===== src/rtl/fetch_queue.sv =====
// Instruction fetch front end: owns the fetch PC, captures {pc, instr} into a small
// circular prefetch queue and hands entries to decode. Optional: FETCH_MISALIGN_TRAP_EN.
module fetch_queue #(
  parameter logic [31:0] RESET_PC    = 32'h0000_0000,
  parameter int          QUEUE_DEPTH = 2,
  parameter logic [31:0] NOP_INSTR   = 32'h0000_0013
) (
  input  logic        clk,
  input  logic        rst,
  output logic [31:0] pc_o,
  input  logic [31:0] instr_i,
  input  logic        redirect_i,
  input  logic [31:0] redirect_pc_i,
  output logic        out_valid_o,
  input  logic        out_ready_i,
  output logic [31:0] out_pc_o,
  output logic [31:0] out_instr_o,
`ifdef FETCH_MISALIGN_TRAP_EN
  output logic        out_misalign_o,
`endif
  output logic [31:0] out_pc_plus4_o
);

  localparam int PTR_W = $clog2(QUEUE_DEPTH);
  localparam int CNT_W = PTR_W + 1;
  localparam logic [CNT_W-1:0] DEPTH_C = CNT_W'(QUEUE_DEPTH);

  logic [31:0]      fetch_pc;
  logic [31:0]      pc_mem    [QUEUE_DEPTH];
  logic [31:0]      instr_mem [QUEUE_DEPTH];
  logic [PTR_W-1:0] wr_ptr;
  logic [PTR_W-1:0] rd_ptr;
  logic [CNT_W-1:0] count;
  logic             pop;
  logic             push;
  logic [31:0]      push_instr;
  logic [31:0]      redirect_target;

  assign pop = out_valid_o && out_ready_i;

`ifdef FETCH_MISALIGN_TRAP_EN
  logic misalign_mem [QUEUE_DEPTH];
  logic halted;
  logic fetch_misaligned;

  assign fetch_misaligned = (fetch_pc[1:0] != 2'b00);
  assign push             = !redirect_i && (count < DEPTH_C || pop) && !halted;
  assign push_instr       = fetch_misaligned ? NOP_INSTR : instr_i;
  assign redirect_target  = redirect_pc_i;

  always_ff @(posedge clk) begin
    if (push) misalign_mem[wr_ptr] <= fetch_misaligned;
  end

  // A misaligned fetch emits a single trap marker, then fetch stalls until redirect/reset.
  always_ff @(posedge clk) begin
    if (rst || redirect_i) halted <= 1'b0;
    else if (push && fetch_misaligned) halted <= 1'b1;
  end

  assign out_misalign_o = out_valid_o && misalign_mem[rd_ptr];
`else
  logic unused_rpc_bits;

  assign unused_rpc_bits = ^redirect_pc_i[1:0];
  assign push            = !redirect_i && (count < DEPTH_C || pop);
  assign push_instr      = instr_i;
  assign redirect_target = {redirect_pc_i[31:2], 2'b00};
`endif

  // Storage carries no reset; count alone decides what is visible.
  always_ff @(posedge clk) begin
    if (push) begin
      pc_mem[wr_ptr]    <= fetch_pc;
      instr_mem[wr_ptr] <= push_instr;
    end
  end

  always_ff @(posedge clk) begin
    if (rst) begin
      fetch_pc <= RESET_PC;
      wr_ptr   <= '0;
      rd_ptr   <= '0;
      count    <= '0;
    end else if (redirect_i) begin
      fetch_pc <= redirect_target;
      wr_ptr   <= '0;
      rd_ptr   <= '0;
      count    <= '0;
    end else begin
      if (push) begin
        wr_ptr <= wr_ptr + PTR_W'(1);
`ifdef FETCH_MISALIGN_TRAP_EN
        if (!fetch_misaligned) fetch_pc <= fetch_pc + 32'd4;
`else
        fetch_pc <= fetch_pc + 32'd4;
`endif
      end
      if (pop) rd_ptr <= rd_ptr + PTR_W'(1);
      if (push && !pop) count <= count + CNT_W'(1);
      else if (pop && !push) count <= count - CNT_W'(1);
    end
  end

  assign pc_o           = fetch_pc;
  assign out_valid_o    = (count != '0);
  assign out_pc_o       = out_valid_o ? pc_mem[rd_ptr] : 32'h0;
  assign out_instr_o    = out_valid_o ? instr_mem[rd_ptr] : NOP_INSTR;
  assign out_pc_plus4_o = out_pc_o + 32'd4;

endmodule


===== config.mk =====
export PLATFORM = sky130hd
export DESIGN_NAME = fetch_queue
export DESIGN_NICKNAME = d
export VERILOG_FILES = /design/src/rtl/fetch_queue.sv
export SDC_FILE = /design/constraint.sdc
export NUM_CORES = 1
export LEC_CHECK = 0
export CELL_PAD_IN_SITES_DETAIL_PLACEMENT = 1
export CELL_PAD_IN_SITES_GLOBAL_PLACEMENT = 1
export CORE_MARGIN = 2
export CORE_UTILIZATION = 25
export DETAILED_ROUTE_END_ITERATION = 16
export PLACE_DENSITY = 0.56
export SLEW_MARGIN = 20
export SYNTH_ARGS = -nofsm -noshare
export SYNTH_HDL_FRONTEND = slang
export SYNTH_SLANG_ARGS = --single-unit

===== constraint.sdc =====
create_clock -name clk -period 7.15 [get_ports clk]
set_clock_uncertainty 0.1 [all_clocks]
set_input_delay 1.43 -clock clk [delete_from_list [all_inputs] [get_ports clk]]
set_output_delay 1.43 -clock clk [all_outputs]
set_load 0.01 [all_outputs]

==> flow_summary.ini, run 1 <==
[status]
status = finished, final reports clean

[grt]
antenna_found_initial = 0
grt_pass1_vias = 5526
grt_usage = 0.136
grt_pass1_wl_mm = 32.1
grt_max_degree = 63
overflow = 0

[critical_path]
cp.arrival_ps = 4040
cp_max_fo = 57
cp_cell_sequence = buf_4 -> mux2i_1 -> a211oi_1 -> nand4_1 -> nor4_2 -> xor2_1 -> clkdlybuf4s50_1
critPathBufInv = 2
critPathSlowestCell = buf_4
end_kind = primary output
critPathTopFamily = buffers and inverters
required_ps = 5620
start_kind = flop
worst_path_largest_cell_delay_ps = 760
critPathKind = reg2out
r2r_start = count[0]

[placed_design]
dpl_worst_slack_ps = 1940
hpwl_mm = 14.2
io_buffers = 188
dpl_cell_area_um2 = 9590
routabilityCongestion = 0.705

[sta]
slew_viol_final = 0
final.setup.worst_slack_ps = 1580
clock.fmax_mhz = 180
finalSetupTns_ps = 0
hold_viol = 0
relSlewSlack = 0.346
period_needed_ps = 5570
worstMarginPinSlew_ps = 980
rsz0062_at_grt = false
fin_crit_sh = 0.779
final-setup-viol-count = 0

[drt]
post_drt_wl_per_cell_um = 17.4
dr.first_iter.drc_count = 247
viasPerCell = 4.44
routed-wl-met2_mm = 9.62
firstDrtPassIters = 4
drcViolationCount = 0
drt_wl_total_mm = 20.7
dr_wl_met3_um = 825
highest_layer = met4
vias = 5256
ant_nets = 0
wl_met1_mm = 10.1

[clocking]
post_cts_buffers = 0
h-tree-depth = 4
cts-resized-gates = 0
cts_buffer_depth = 2
cts_tree = done
cts.clk_slew.worst_paths_ps = 70
clock_sinks = 159
clk_latency_ps = 420
cts-root-buf = clkbuf_16
numCtsBuffers = 17
hold_buffers = 0

[finish]
nets = 859
final_area_um2 = 10200
fill_cells = 3110
syn2layout_area_growth_pct = 39.1
diodes = 0
post-route-util = 0.354
drive_above_1_share = 0.0712

[hold_path]
hold_start = pc_o[31]
hold_class = reg2reg

[die]
start_util = 0.255
core_region_area_um2 = 28800
ioPinCount = 197
die_h_um = 175
die_area_um2 = 30700
rows = 62
dieWidth_um = 175

[logic_synthesis]
ys_types = 48
async_flop_share = 0
synth_edf_count = 124
syn_area_per_cell_um2 = 12.1
ys.flop_type = edfxtp_1
synth-seq-cells = 159
synth_warnings = 0
syn_inst = 605
ys_seq_area_frac = 0.604
netlist_area_um2 = 7330

[run]
drv_cap = 0

[power_and_ir_drop]
peakVddDrop_mv = 0.133
p_leak_nw = 3.43
p_per_area_nw_per_um2 = 234
## per-layer routing
| metal | global-route usage | vias up |
|---|---|---|
| li1 | - | 2548 |
| met1 | 0.190 | 2577 |
| met2 | 0.217 | 123 |
| met3 | 0.0250 | 8 |
| met4 | 0.0347 | 0 |
| met5 | 0 | - |
## Yosys cell counts (8+ instances only)
library cell / instances / area share
edfxtp_1: 124 / 0.51
nor2_1: 86 / 0.044
mux2i_1: 60 / 0.082
xor2_1: 42 / 0.050
dfxtp_1: 35 / 0.096
nand2_1: 32 / 0.016
nand3_1: 25 / 0.017
nand4_1: 19 / 0.016
xnor2_1: 19 / 0.023
a211oi_1: 18 / 0.018
nor3_1: 17 / 0.012
clkbuf_1: 16 / 0.0082
inv_1: 11 / 0.0056
a21oi_1: 10 / 0.0068
buf_2: 8 / 0.0055
## final timing paths
check / to / slack, ps / cells past startpoint
setup / recovery: out_pc_plus4_o[31] / 1580 / 7
hold / removal: pc_mem[0][31] / 430 / 0
hold reg to reg: pc_mem[0][31] / 430 / 0
setup reg to reg: count[1] / 4940 / 7
## cell usage in the layout (no fill, tap or decap), types with 7 or more instances in the layout
master             n
clkdlybuf4s50_1  188
edfxtp_1         124
nor2_1            85
mux2i_1           60
xor2_1            42
dfxtp_1           34
nand2_1           32
nand3_1           25
nand4_1           19
xnor2_1           19
a211oi_1          18
clkbuf_16         17
nor3_1            16
inv_1             11
a21oi_1           10
buf_4              9
o21a_1             7
## registers in the layout, indices dropped and copies added (netlist names), named ones only
register and flops:
count 2, instr_mem 64, pc_mem 60, pc_o 30, rd_ptr 1, wr_ptr 1
## area by class of cell
| cell class | count | area, µm² | share of cell area |
|---|---|---|---|
| clock inverters | 15 | 174 | 0.0171 |
| multi-input cells | 401 | 2690 | 0.264 |
| clock buffers | 17 | 425 | 0.0417 |
| well taps | 384 | 480 | 0.0471 |
| flip-flops and latches | 159 | 4430 | 0.434 |
| inverters | 12 | 45.0 | 0.00442 |
| repair buffers | 197 | 1950 | 0.191 |
## kinds of logic after synthesis
family	after synthesis	synth area share
AOI/OAI and AO/OA	48	0.0469
muxes	62	0.0850
other	1	0.000512
buffers and inverters	50	0.0355
adders and majority gates	3	0.00512
xor gates and xnor gates	61	0.0729
and+or+nand+nor	221	0.150
DFF	159	0.604
## per-stage QoR
step | total power, W | cells | hold slack (ps)
2_1_floorplan | 0.00128 | 610 | 411
3_3_place_gp | 0.00147 | 1153 | 421
3_5_place_dp | 0.00148 | 1153 | 430
4_1_cts | 0.00243 | 1185 | 443
5_1_grt | 0.00249 | 1185 | 451
6_report | 0.00239 | 1185 | 435
## power by group
group / leakage [nW] / total (W) / internal, W / switching, W
registers: 1.47 / 0.00110 / 0.00106 / 0.0000426
clock network: 0.288 / 0.000936 / 0.000527 / 0.000409
logic: 1.68 / 0.000351 / 0.000176 / 0.000175
No activity file was read; power rests on OpenSTA's default activity.
==> run 2: changes to the inputs <==
--- a/config.mk
+++ b/config.mk
@@ -10,7 +10,7 @@
 export CORE_MARGIN = 2
 export CORE_UTILIZATION = 25
 export DETAILED_ROUTE_END_ITERATION = 16
-export PLACE_DENSITY = 0.56
+export PLACE_DENSITY = 0.54
 export SLEW_MARGIN = 20
 export SYNTH_ARGS = -nofsm -noshare
 export SYNTH_HDL_FRONTEND = slang
==> constraint.sdc (replaced) <==
create_clock -name clk -period 5.6 [get_ports clk]
set_clock_uncertainty 0.1 [all_clocks]
set_input_delay 1.12 -clock clk [delete_from_list [all_inputs] [get_ports clk]]
set_output_delay 1.12 -clock clk [all_outputs]
set_load 0.01 [all_outputs]
==> run 2 against run 1 <==
Global-route usage increased by 0.13 points. Via count increased by 0.74%. Largest cell class unchanged. Final area shrank 0.14%. Die area unchanged. Critical path type unchanged.
==> flow_summary.ini, run 2 (synthesized netlist as in run 1, its figures left out) <==
[finish]
diodes = 0
stdcell_count = 1188
drive_above_1_share = 0.0759
layout_commonest_cell = clkdlybuf4s50_1
nets = 862
final_area_um2 = 10200
largest_reg_flops = 64
regMostFlops = instr_mem
syn2layout_area_growth_pct = 38.9
final_cell_mix = clkdlybuf4s50_1, edfxtp_1, nor2_1

[critical_path]
worst_r2r_path_depth = 3
required_ps = 4380
critPathKind = reg2out
cp.arrival_ps = 3900
crit_cells = 7
end_kind = primary output
critPathTopFamily = buffers and inverters
start_kind = flop
critPathSlowestCell = buf_4
cp_cell_sequence = buf_4 -> mux2i_1 -> nor3_1 -> nand4_2 -> nor4_2 -> xor2_1 -> clkdlybuf4s50_1
r2r_start = count[1]
rrSetupSlack_ps = 3240
critPathBufInv = 2
worst_path_largest_cell_delay_ps = 750
cp_max_fo = 58

[drt]
ant_nets = 0
drcViolationCount = 0
drt_wl_total_mm = 20.7
vias = 5295
post_drt_wl_per_cell_um = 17.5
dr.first_iter.drc_count = 260
firstDrtPassIters = 4
viasPerCell = 4.46

[clocking]
post_cts_buffers = 0
h-tree-depth = 4
clock_sinks = 159
cts_tree = done
cts.clk_slew.worst_paths_ps = 70
cts-root-buf = clkbuf_16
cts_buffer_depth = 2
cts-resized-gates = 0
hold_buffers = 0
numCtsBuffers = 17
clk_latency_ps = 430

[sta]
clock.fmax_mhz = 195
fin_crit_sh = 0.914
hold_slack_ps = 442
slew_viol_final = 0
hold_viol = 0
worstMarginPinSlew_ps = 928
rsz0062_at_grt = false
final-setup-viol-count = 0
relSlewSlack = 0.381
period_needed_ps = 5120
finalSetupTns_ps = 0

[grt]
grt_pass1_wl_mm = 32.7
antenna_found_initial = 0
grt_pass1_vias = 5700
overflow = 0
grt_usage = 0.137
grt_max_degree = 63

[hold_path]
hold_class = reg2reg
worstHoldPathCells = 0
hold_start = pc_o[29]

[placed_design]
placed_cells = 1156
io_buffers = 188
dpl_cell_area_um2 = 9620
routabilityCongestion = 0.786
hpwl_mm = 14.8

[power_and_ir_drop]
power_w = 0.00296
p_per_area_nw_per_um2 = 291
p_leak_nw = 3.43
peakVddDrop_mv = 0.193

[die]
dieWidth_um = 175
ioPinCount = 197
core_region_area_um2 = 28800
die_area_um2 = 30700
start_util = 0.255
rows = 62
die_h_um = 175

[status]
status = finished, final reports clean

[run]
drv_cap = 0
[run 2: cell types whose count changed in the layout (fill, tap and decap cells not counted), sizes merged]
| cell | before | now |
|---|---|---|
| bufinv | 2 | 0 |
| clkinvlp | 2 | 1 |
| inv | 18 | 20 |
| clkbuf | 17 | 18 |
| buf | 9 | 12 |
[run 2: layout make-up]
cell class                      instances  area (µm²)
Clock buffer                           18         439
Clock inverter                         14         118
Fill cell                            3125       18600
Inverter                               12        45.0
Multi-Input combinational cell        401        2700
Sequential cell                       159        4430
Tap cell                              384         480
Timing Repair Buffer                  200        1970
[run 2: final timing paths]
path,to
hold reg to reg,pc_mem[1][29]
setup reg to reg,instr_mem[1][2]
setup / recovery,out_pc_plus4_o[31]
hold / removal,pc_mem[1][29]
[run 2: power by group]
| part | internal (W) | switching (W) |
|---|---|---|
| combinational | 0.000227 | 0.000226 |
| sequential | 0.00135 | 0.0000545 |
| clock | 0.000593 | 0.000509 |
[run 2: per-layer routing]
layer  routed length, µm  part of all wire  vias to the layer above  track usage
met5                   0                 0                        -            0
met4                 316             0.015                        0       0.0469
met3                1020             0.049                       22       0.0287
met2                9440              0.46                      149        0.216
met1                9950              0.48                     2574        0.188
li1                    -                 -                     2550            -
[run 2: per-stage QoR]
step	utilization	worst slack, ps
floorplan	-	1080
global placement	0.334	881
detailed placement	0.334	873
CTS	0.354	389
global route	0.354	97.8
finish	0.354	480
==> run 3: changes to the inputs <==
--- a/config.mk
+++ b/config.mk
@@ -10,8 +10,10 @@
 export CORE_MARGIN = 2
 export CORE_UTILIZATION = 25
 export DETAILED_ROUTE_END_ITERATION = 16
+export HOLD_SLACK_MARGIN = 0.08
 export PLACE_DENSITY = 0.54
 export SLEW_MARGIN = 20
 export SYNTH_ARGS = -nofsm -noshare
 export SYNTH_HDL_FRONTEND = slang
 export SYNTH_SLANG_ARGS = --single-unit
+export TNS_END_PERCENT = 1
==> results of run 3 <==
Final layout, timing and power as in run 2 (identical DEF).
